## src/rtl/uart_tx_cfg.sv

```systemverilog
// Runtime-configurable UART transmitter (5-8 data bits, none/even/odd/mark/space parity,
// 1 or 2 stop bits) fed by a byte FIFO; queued bytes are sent back-to-back.
module uart_tx_cfg #(
  parameter int unsigned CLK_FREQ   = 50_000_000,
  parameter int unsigned DIV_W      = 16,
  parameter int unsigned FIFO_DEPTH = 16
) (
  input  logic                        clk,
  input  logic                        rst_n,
  input  logic [7:0]                  tx_data,
  input  logic                        tx_valid,
  output logic                        tx_ready,
  input  logic [DIV_W-1:0]            cfg_baud_div,
  input  logic [1:0]                  cfg_data_bits,
  input  logic [2:0]                  cfg_parity,
  input  logic                        cfg_stop2,
  output logic [$clog2(FIFO_DEPTH):0] fifo_level,
  output logic                        tx_busy,
  output logic                        uart_tx
);
  localparam int unsigned AW = $clog2(FIFO_DEPTH);
  localparam int unsigned LW = AW + 1;

  if (FIFO_DEPTH < 2 || (FIFO_DEPTH & (FIFO_DEPTH - 1)) != 0 || CLK_FREQ == 0) begin : g_bad_param
    $error("uart_tx_cfg: FIFO_DEPTH must be a power of two >= 2 and CLK_FREQ nonzero");
  end

  typedef enum logic [2:0] {IDLE, START, DATA, PARITY, STOP} state_t;

  logic [7:0]       mem [FIFO_DEPTH];
  logic [AW-1:0]    wr_ptr;
  logic [AW-1:0]    rd_ptr;
  logic             push;
  logic             pop;

  state_t           state;
  logic [DIV_W-1:0] cnt;
  logic [DIV_W-1:0] div_q;
  logic [7:0]       shreg;
  logic [2:0]       bit_idx;
  logic [2:0]       last_idx;
  logic             par_en;
  logic             par_bit;
  logic             stop2_q;
  logic             stop_second;

  logic             tick;
  logic             frame_end;
  logic [7:0]       head;
  logic [7:0]       head_masked;
  logic [DIV_W-1:0] div_c;
  logic             par_en_c;
  logic             par_bit_c;

  assign tx_ready = (fifo_level != LW'(FIFO_DEPTH));
  assign push     = tx_valid && tx_ready;

  always_ff @(posedge clk) begin
    if (push) mem[wr_ptr] <= tx_data;
  end

  always_ff @(posedge clk) begin
    if (!rst_n) begin
      wr_ptr     <= '0;
      rd_ptr     <= '0;
      fifo_level <= '0;
    end else begin
      if (push) wr_ptr <= wr_ptr + AW'(1);
      if (pop)  rd_ptr <= rd_ptr + AW'(1);
      fifo_level <= fifo_level + LW'(push) - LW'(pop);
    end
  end

  // Frame parameters as they will be latched at the pop edge
  assign head        = mem[rd_ptr];
  assign head_masked = head & (8'hFF >> (2'd3 - cfg_data_bits));
  assign div_c       = (cfg_baud_div < DIV_W'(2)) ? DIV_W'(2) : cfg_baud_div;

  always_comb begin
    par_en_c  = 1'b1;
    par_bit_c = 1'b0;
    case (cfg_parity)
      3'd1:    par_bit_c = ^head_masked;
      3'd2:    par_bit_c = ~^head_masked;
      3'd3:    par_bit_c = 1'b1;
      3'd4:    par_bit_c = 1'b0;
      default: par_en_c  = 1'b0;
    endcase
  end

  assign tick      = (cnt == div_q - DIV_W'(1));
  assign frame_end = (state == STOP) && tick && (!stop2_q || stop_second);
  assign pop       = (fifo_level != '0) && ((state == IDLE) || frame_end);

  // A pop always starts a new frame, either from IDLE or straight out of the last stop tick
  always_ff @(posedge clk) begin
    if (!rst_n) begin
      state       <= IDLE;
      cnt         <= '0;
      div_q       <= DIV_W'(2);
      shreg       <= '0;
      bit_idx     <= '0;
      last_idx    <= '0;
      par_en      <= 1'b0;
      par_bit     <= 1'b0;
      stop2_q     <= 1'b0;
      stop_second <= 1'b0;
      tx_busy     <= 1'b0;
      uart_tx     <= 1'b1;
    end else if (pop) begin
      state       <= START;
      cnt         <= '0;
      div_q       <= div_c;
      shreg       <= head_masked;
      bit_idx     <= '0;
      last_idx    <= 3'd4 + 3'(cfg_data_bits);
      par_en      <= par_en_c;
      par_bit     <= par_bit_c;
      stop2_q     <= cfg_stop2;
      stop_second <= 1'b0;
      tx_busy     <= 1'b1;
      uart_tx     <= 1'b0;
    end else if (state != IDLE) begin
      cnt <= tick ? '0 : cnt + DIV_W'(1);
      if (tick) begin
        case (state)
          START: begin
            state   <= DATA;
            uart_tx <= shreg[0];
            shreg   <= shreg >> 1;
          end
          DATA: begin
            if (bit_idx == last_idx) begin
              state   <= par_en ? PARITY : STOP;
              uart_tx <= par_en ? par_bit : 1'b1;
            end else begin
              bit_idx <= bit_idx + 3'd1;
              uart_tx <= shreg[0];
              shreg   <= shreg >> 1;
            end
          end
          PARITY: begin
            state   <= STOP;
            uart_tx <= 1'b1;
          end
          STOP: begin
            if (stop2_q && !stop_second) begin
              stop_second <= 1'b1;
            end else begin
              state   <= IDLE;
              tx_busy <= 1'b0;
            end
          end
          default: state <= IDLE;
        endcase
      end
    end
  end

endmodule

```

## config.mk

```make
export PLATFORM = sky130hd
export DESIGN_NAME = uart_tx_cfg
export DESIGN_NICKNAME = d
export VERILOG_FILES = /design/src/rtl/uart_tx_cfg.sv
export SDC_FILE = /design/constraint.sdc
export NUM_CORES = 1
export LEC_CHECK = 0
export ABC_AREA = 1
export BUFFER_PORTS_ARGS = -buffer_cell sky130_fd_sc_hd__buf_2
export CAP_MARGIN = 20
export CORE_MARGIN = 1.5
export CORE_UTILIZATION = 40
export DETAILED_ROUTE_END_ITERATION = 10
export MAX_ROUTING_LAYER = met4
export SETUP_SLACK_MARGIN = 0.5
export SYNTH_ARGS = -nofsm -noshare
export SYNTH_HDL_FRONTEND = slang
export SYNTH_SLANG_ARGS = --single-unit
```

## constraint.sdc

```tcl
create_clock -name clk -period 3.25 [get_ports clk]
set_clock_uncertainty 0.05 [all_clocks]
set_input_delay 0.325 -clock clk [delete_from_list [all_inputs] [get_ports clk]]
set_output_delay 0.325 -clock clk [all_outputs]
set_load 0.02 [all_outputs]
```

==> results of run 1 <==
## sequential cells by signal, summed over array words and instances, names as in the netlist, named ones only
name,cells
fifo_level,5
last_idx,3
shreg,8
mem,128
state,3
rd_ptr,4
div_q,16
par_en,1
par_bit,1
cnt,16
bit_idx,3
stop2_q,1
stop_second,1
wr_ptr,4
uart_tx,1
tx_busy,1
## logic make-up after synthesis
group / count (synthesis) / synth area share (%)
and+or+nand+nor: 628 / 27.66
DFF: 200 / 54.57
buffers and inverters: 194 / 7.946
AOI/OAI and AO/OA: 71 / 4.005
xor gates and xnor gates: 42 / 3.798
adders and majority gates: 15 / 2.016
## final timing paths
| check | startpoint | slack [ns] | to | cells past startpoint |
|---|---|---|---|---|
| worst min register to register | last_idx[2] | 0.41 | last_idx[2] | 2 |
| worst min-delay path | cfg_baud_div[10] | 0.08 | div_q[10] | 3 |
| worst max-delay path | div_q[4] | 0.32 | fifo_level[4] | 21 |
| worst max register to register | div_q[4] | 0.32 | fifo_level[4] | 21 |
## cell usage after synthesis (4+ instances only)
cell type and instances:
nand2_1 329, xnor2_1 18, nor2_1 115, nor2_2 5
buf_1 6, edfxtp_1 128, a21oi_1 23, o21ai_0 34
clkbuf_1 20, inv_1 152, nor4_1 4, xor2_1 24
inv_2 4, nor3_1 6, dfxtp_1 72, nand4_1 13
nand3_1 140, ha_1 14, buf_2 4
## final cells by class
class | count | area (um2) | area share, %
Clock inverter | 15 | 211.5 | 1.872
Timing Repair Buffer | 80 | 525.5 | 4.653
Inverter | 158 | 608.1 | 5.384
Sequential cell | 200 | 5299 | 46.91
Tap cell | 319 | 399.1 | 3.534
Clock buffer | 17 | 425.4 | 3.766
Multi-Input combinational cell | 756 | 3826 | 33.88
## timing repair
item | 4_1_cts | 5_1_grt
endpoints found under the hold margin | 0 | 0
gates resized for setup | 12 | 27
endpoints found under the setup margin | 4 | 43
pin swaps | 8 | 8
gates cloned | 0 | 0
buffers inserted | 7 | 5
## per-layer routing
metal / track usage (%) / vias to the layer above
met2: 32.34 / 157
met3: 3.103 / 25
met1: 26.00 / 3469
met5: - / -
met4: 5.429 / 0
li1: - / 3830
## through the flow
stage	hold WS, ns	worst slack [ns]	utilization (%)
global placement	0.3929	0.2209	44.11
floorplan	0.3739	0.2917	-
detailed placement	0.4036	0.2168	44.11
global route	0.07969	0.1049	47.83
finish	0.07534	0.3170	47.83
CTS	0.06367	0.2752	47.19
## worst reg2reg max path, delay by kind of cell, from the launching register on
family | cells | cell delay (ns)
adders and majority gates | 3 | 0.66
AOI/OAI and AO/OA | 3 | 0.23
xor gates and xnor gates | 1 | 0.15
and+or+nand+nor | 11 | 1.21
DFF | 1 | 0.37
buffers and inverters | 3 | 0.14
## power groups by stage
stage	Clock (mW)	Sequential, mW	Combinational [mW]
2_1_floorplan	0	3.22	2.76
4_1_cts	2.27	3.18	3.78
6_report	2.23	3.21	3.91
5_1_grt	2.37	3.24	4.44
3_3_place_gp	0	3.21	3.66
3_5_place_dp	0	3.22	3.68
==> metrics.csv, run 1 <==
stage;metric;value;unit
synth;synth_top_area_cell;edfxtp_1;
timing;rsz0062_at_grt;true;
cells_and_area;nets;1261;
clocking;clock_latency;0.44;ns
synth;yosys.cell_types.count;41;
synth;synth_nets;1198;
route;vias;7481;
worst_setup_path;path_buf_inv;3;
route;routedWlPerCell;15.04;um
route;dr.max_layer_used;met4;
synth;netlist_area;0.009684;mm2
power_and_ir_drop;power_frac_clock;23.9;%
route;drt_pass1_iterations;5;
placed_design;place_hpwl;15700;um
grt;grtUsageTotal;19.92;%
route;wl;23240;um
synth;synth-seq-cells;200;
timing;tns;0;ns
worst_setup_path;crit_chain;nor2_2 > nand2_2 > nor2_4 > nand2_2 > xnor2_1 > nor2_1 > nand2_1 > nor2_2 > nand2_2 > nand2_4 > nand2_8 > inv_6 > ha_4 > inv_4 > ha_4 > inv_2 > fa_2 > nor3_2 > a211oi_1 > o21ai_1 > a21oi_1;
synth;ys_seq_area_share;54.57;%
grt;grt_pass1_vias;6768;
floorplanning;start_util;41.01;%
power_and_ir_drop;switching_power;3.855;mW
job;cap_violations;0;
timing;slew_headroom;48.37;%
power_and_ir_drop;ir_drop;0.3705;mV
timing;finalHoldViolCount;0;
power_and_ir_drop;p_seq_share;34.3;%
timing;post-route-period-util;90.25;%
worst_setup_path;cp_top_family;simple AND/OR/NAND/NOR gates;
clocking;cts_root_buf;clkbuf_16;
cells_and_area;drive_gt1_share;14.11;%
timing;max_clock_freq;340.9;MHz
worst_setup_path;critPathMaxFanout;5;
timing;slew_violations;0;
floorplanning;ioPinCount;41;
grt;grt_pass1_wl;36440;um
run_status;outcome;finished, final reports clean;
clocking;cts_hold_buf;0;
synth;synth_cells;1150;
worst_setup_path;cp.required;3.52;ns
floorplanning;rows;56;
cells_and_area;stdcell_area;0.01129;mm2
synth;yosys_warnings;0;
worst_setup_path;crit_top_cell;nand2_2;
route;wl_met3;966;um
timing;tightestPinTransition;0.7715;ns
min_path;hold_path_class;input port to flop;
route;wl_met1;10720;um
floorplanning;die_h;158.6;um
synth;synthArstFlopShare;0;%
timing;min_period;2.933;ns
synth;synth_edf_count;128;
cells_and_area;final_common_cell;nand2_1;
synth;ys_top_cells_by_area;edfxtp_1 40%, dfxtp_1 15%, nand2_1 13%;
clocking;cts_buffer_depth;2;
route;vias_per_cell;4.842;
route;drc;0;
clocking;cts_buffers;17;
placed_design;place_inst;1501;
synth;synth_top_area_share;39.69;%
route;drtAntennaViolNets;0;
power_and_ir_drop;pwr_density_cell;827.9;mW/mm2
worst_setup_path;cp.arrival;3.20;ns
grt;grt-ovfl-total;0;
worst_setup_path;critical_path_class;flop to flop;
route;wl_met2;11140;um
synth;synth.avg_cell_area;8.421;um2
route;drt_iter0_markers;584;
synth;synthFlopType;edfxtp_1;
power_and_ir_drop;p_int;5.496;mW
cells_and_area;mostFrequentLayoutCells;323 x nand2_1, 148 x inv_1, 139 x nand3_1;
clocking;cts_tree;yes;
placed_design;postPlaceCellArea;0.01042;mm2
power_and_ir_drop;power.total;9.351;mW
clocking;clock-sinks;200;
placed_design;place_congestion;0.8752;
floorplanning;die_w;158.6;um
cells_and_area;finalNonFillerCells;1545;
grt;grt_max_degree;65;
grt;antenna_found_initial;0;
floorplanning;core_area;0.02361;mm2
worst_setup_path;cp-end-kind;flop;
worst_setup_path;cp_slowest_cell;dfxtp_4;
floorplanning;die-area;0.02515;mm2
clocking;clk_pin_slew_worst_paths;0.08;ns
power_and_ir_drop;p_leak;4.880;nW
power_and_ir_drop;pwr-share-comb;41.8;%
cells_and_area;syn_to_final_growth;16.63;%
clocking;cts.htree.levels;4;
cells_and_area;fill_cells;2297;
power_and_ir_drop;p_sw_share;41.23;%
placed_design;port_buffers;40;
cells_and_area;diodes;0;
worst_setup_path;start_kind;flop;
timing;finalSetupViolations;0;
worst_setup_path;cp_slowest_stage_delay;0.37;ns
Power figures use the tool's default switching activity.
==> run 2: changes to the inputs <==
==> constraint.sdc (replaced) <==
create_clock -name clk -period 3.59 [get_ports clk]
set_clock_uncertainty 0.05 [all_clocks]
set_input_delay 0.359 -clock clk [delete_from_list [all_inputs] [get_ports clk]]
set_output_delay 0.359 -clock clk [all_outputs]
set_load 0.05 [all_outputs]
==> run 2 against run 1 <==
- final cell count down 1.4%
- via count down 2.4%
- first-iteration DRC count down 25%
- sequential cell count unchanged
- non-clock buffer count down 22
- combinational power down 7.7%
- utilization down 0.65 points
- hold slack better by 0.039 ns
- sequential share of layout area up 0.68 points
- clock power down 6%
- largest cell class unchanged
==> metrics.csv, run 2 (synthesis results as in run 1) <==
stage;metric;value;unit;change
grt;grt_pass1_vias;6848;;was 6768
power_and_ir_drop;p_int;4.884;mW;was 5.496 mW
min_path;hold_path_class;input port to flop;;unchanged
cells_and_area;fill_cells;2309;;was 2297
grt;antenna_found_initial;0;;unchanged
timing;finalSetupViolations;0;;unchanged
clocking;clock_latency;0.45;ns;was 0.44 ns
floorplanning;start_util;41.01;%;unchanged
floorplanning;core_area;0.02361;mm2;unchanged
cells_and_area;top_regs;mem (128), cnt (16), div_q (16);;unchanged
floorplanning;rows;56;;unchanged
route;wl;23340;um;was 23240 um
cells_and_area;drive_gt1_share;12.79;%;was 14.11%
grt;grtUsageTotal;19.89;%;was 19.92%
timing;finalHoldViolCount;0;;unchanged
cells_and_area;finalNonFillerCells;1523;;was 1545
clocking;cts_hold_buf;0;;unchanged
clocking;cts_tree;yes;;unchanged
cells_and_area;finish.utilization;47.18;%;was 47.83%
grt;grt-ovfl-total;0;;unchanged
cells_and_area;diodes;0;;unchanged
power_and_ir_drop;pwr_density_cell;772.6;mW/mm2;was 827.9 mW/mm2
cells_and_area;stdcell_area;0.01114;mm2;was 0.01129 mm2
power_and_ir_drop;p_sw_share;43.26;%;was 41.23%
cells_and_area;final_common_cell;nand2_1;;unchanged
route;drt_iter0_markers;436;;was 584
worst_setup_path;cp.required;3.86;ns;was 3.52 ns
worst_setup_path;crit_chain;nor2_2 > nand2_8 > nor2_4 > nand2_2 > xnor2_1 > nor2_1 > nand2_1 > nor2_4 > nand2_4 > nand2_8 > nand2_8 > inv_6 > ha_4 > inv_2 > ha_4 > inv_2 > fa_2 > nor3_2 > a211oi_2 > o21ai_1 > a21oi_1;;was nor2_2 > nand2_2 > nor2_4 > nand2_2 > xnor2_1 > nor2_1 > nand2_1 > nor2_2 > nand2_2 > nand2_4 > nand2_8 > inv_6 > ha_4 > inv_4 > ha_4 > inv_2 > fa_2 > nor3_2 > a211oi_1 > o21ai_1 > a21oi_1
cells_and_area;mostFrequentLayoutCells;324 x nand2_1, 148 x inv_1, 139 x nand3_1;;was 323 x nand2_1, 148 x inv_1, 139 x nand3_1
route;drt_pass1_iterations;5;;unchanged
route;routedWlPerCell;15.32;um;was 15.04 um
clocking;cts_buffers;17;;unchanged
power_and_ir_drop;p_seq_share;33.8;%;was 34.3%
power_and_ir_drop;switching_power;3.723;mW;was 3.855 mW
power_and_ir_drop;power.total;8.607;mW;was 9.351 mW
power_and_ir_drop;p_leak;4.779;nW;was 4.880 nW
route;vias_per_cell;4.793;;was 4.842
route;drtAntennaViolNets;0;;unchanged
power_and_ir_drop;power_frac_clock;24.3;%;was 23.9%
worst_setup_path;cp_slowest_cell;fa_2;;was dfxtp_4
worst_setup_path;start_kind;flop;;unchanged
timing;post-route-period-util;86.00;%;was 90.25%
worst_setup_path;cp_top_family;simple AND/OR/NAND/NOR gates;;unchanged
timing;max_clock_freq;323.9;MHz;was 340.9 MHz
worst_setup_path;crit_top_cell;nand2_8;;was nand2_2
cells_and_area;nets;1239;;was 1261
clocking;clk_pin_slew_worst_paths;0.08;ns;about the same
power_and_ir_drop;ir_drop;0.3735;mV;was 0.3705 mV
timing;min_period;3.087;ns;was 2.933 ns
floorplanning;die-area;0.02515;mm2;unchanged
cells_and_area;regArea;0.005303;mm2;was 0.005299 mm2
job;cap_violations;0;;unchanged
worst_setup_path;critPathMaxFanout;5;;unchanged
clocking;cts_root_buf;clkbuf_16;;unchanged
worst_setup_path;path_buf_inv;3;;unchanged
grt;grt_max_degree;65;;unchanged
timing;rsz0062_at_grt;true;;unchanged
floorplanning;die_h;158.6;um;unchanged
worst_setup_path;cp_slowest_stage_delay;0.37;ns;about the same
placed_design;place_inst;1483;;was 1501
clocking;cts.htree.levels;4;;unchanged
worst_setup_path;cp-end-kind;flop;;unchanged
placed_design;place_hpwl;15650;um;was 15700 um
clocking;clock-sinks;200;;unchanged
timing;slew_headroom;43.49;%;was 48.37%
placed_design;port_buffers;40;;unchanged
floorplanning;die_w;158.6;um;unchanged
placed_design;postPlaceCellArea;0.01025;mm2;was 0.01042 mm2
worst_setup_path;critical_path_class;flop to flop;;unchanged
floorplanning;ioPinCount;41;;unchanged
power_and_ir_drop;pwr-share-comb;41.9;%;was 41.8%
placed_design;place_congestion;0.8568;;was 0.8752
grt;grt_pass1_wl;36490;um;was 36440 um
cells_and_area;largest_reg_flops;128;;unchanged
cells_and_area;syn_to_final_growth;15.04;%;was 16.63%
cells_and_area;multi_input_area;0.003834;mm2;was 0.003826 mm2
route;drc;0;;unchanged
timing;slew_violations;0;;unchanged
worst_setup_path;cp.arrival;3.36;ns;was 3.20 ns
route;vias;7299;;was 7481
clocking;cts_buffer_depth;2;;unchanged
cells_and_area;largest_register;mem;;unchanged
timing;tightestPinTransition;0.8445;ns;was 0.7715 ns
run_status;outcome;finished, final reports clean;;unchanged
timing;tns;0;ns;unchanged
run 2: per-stage QoR:
step / setup WS [ns] / hold slack [ns]
finish: 0.5026 / 0.1141
floorplan: 0.5224 / 0.3762
global placement: 0.2939 / 0.3983
detailed placement: 0.2805 / 0.4006
CTS: 0.4903 / 0.09944
global route: 0.2850 / 0.1088
run 2: path summary, 6_finish.rpt:
check	slack, ns	start	endpoint	cells past startpoint
max	0.50	div_q[2]	fifo_level[4]	21
min	0.11	cfg_baud_div[5]	div_q[5]	3
max reg2reg	0.50	div_q[2]	fifo_level[4]	21
min reg2reg	0.41	last_idx[2]	last_idx[2]	2
run 2: power groups by stage:
stage	sequential (mW)	clock [mW]	combinational [mW]
2_1_floorplan	2.99	0	2.47
3_3_place_gp	2.91	0	3.37
3_5_place_dp	2.92	0	3.37
4_1_cts	2.87	2.13	3.49
5_1_grt	2.94	2.21	4.07
6_report	2.91	2.09	3.61
run 2: routing by layer:
layer / routed length [um] / part of all wire, % / GRT usage, %
met5: 0 / 0 / -
met4: 244 / 1.0 / 4.940
met3: 761 / 3.3 / 3.783
met2: 11590 / 50 / 33.19
met1: 10740 / 46 / 24.94
run 2: tightest hold or removal path, cell delays in order:
cell     delay, ns
buf_2         0.09
nand3_1       0.07
nand2_1       0.06
run 2: what timing repair did:
item | CTS | global route
resized for setup | 12 | 36
buffers inserted | 4 | 4
pin swaps | 6 | 16
setup endpoints to repair | 3 | 4
hold endpoints to repair | 0 | 0
run 2: cell type report:
class | count | area share, %
Sequential cell | 200 | 47.60
Multi-Input combinational cell | 756 | 34.41
Inverter | 158 | 5.436
Clock buffer | 17 | 3.819
Tap cell | 319 | 3.583
Timing Repair Buffer | 58 | 3.122
Clock inverter | 15 | 2.033
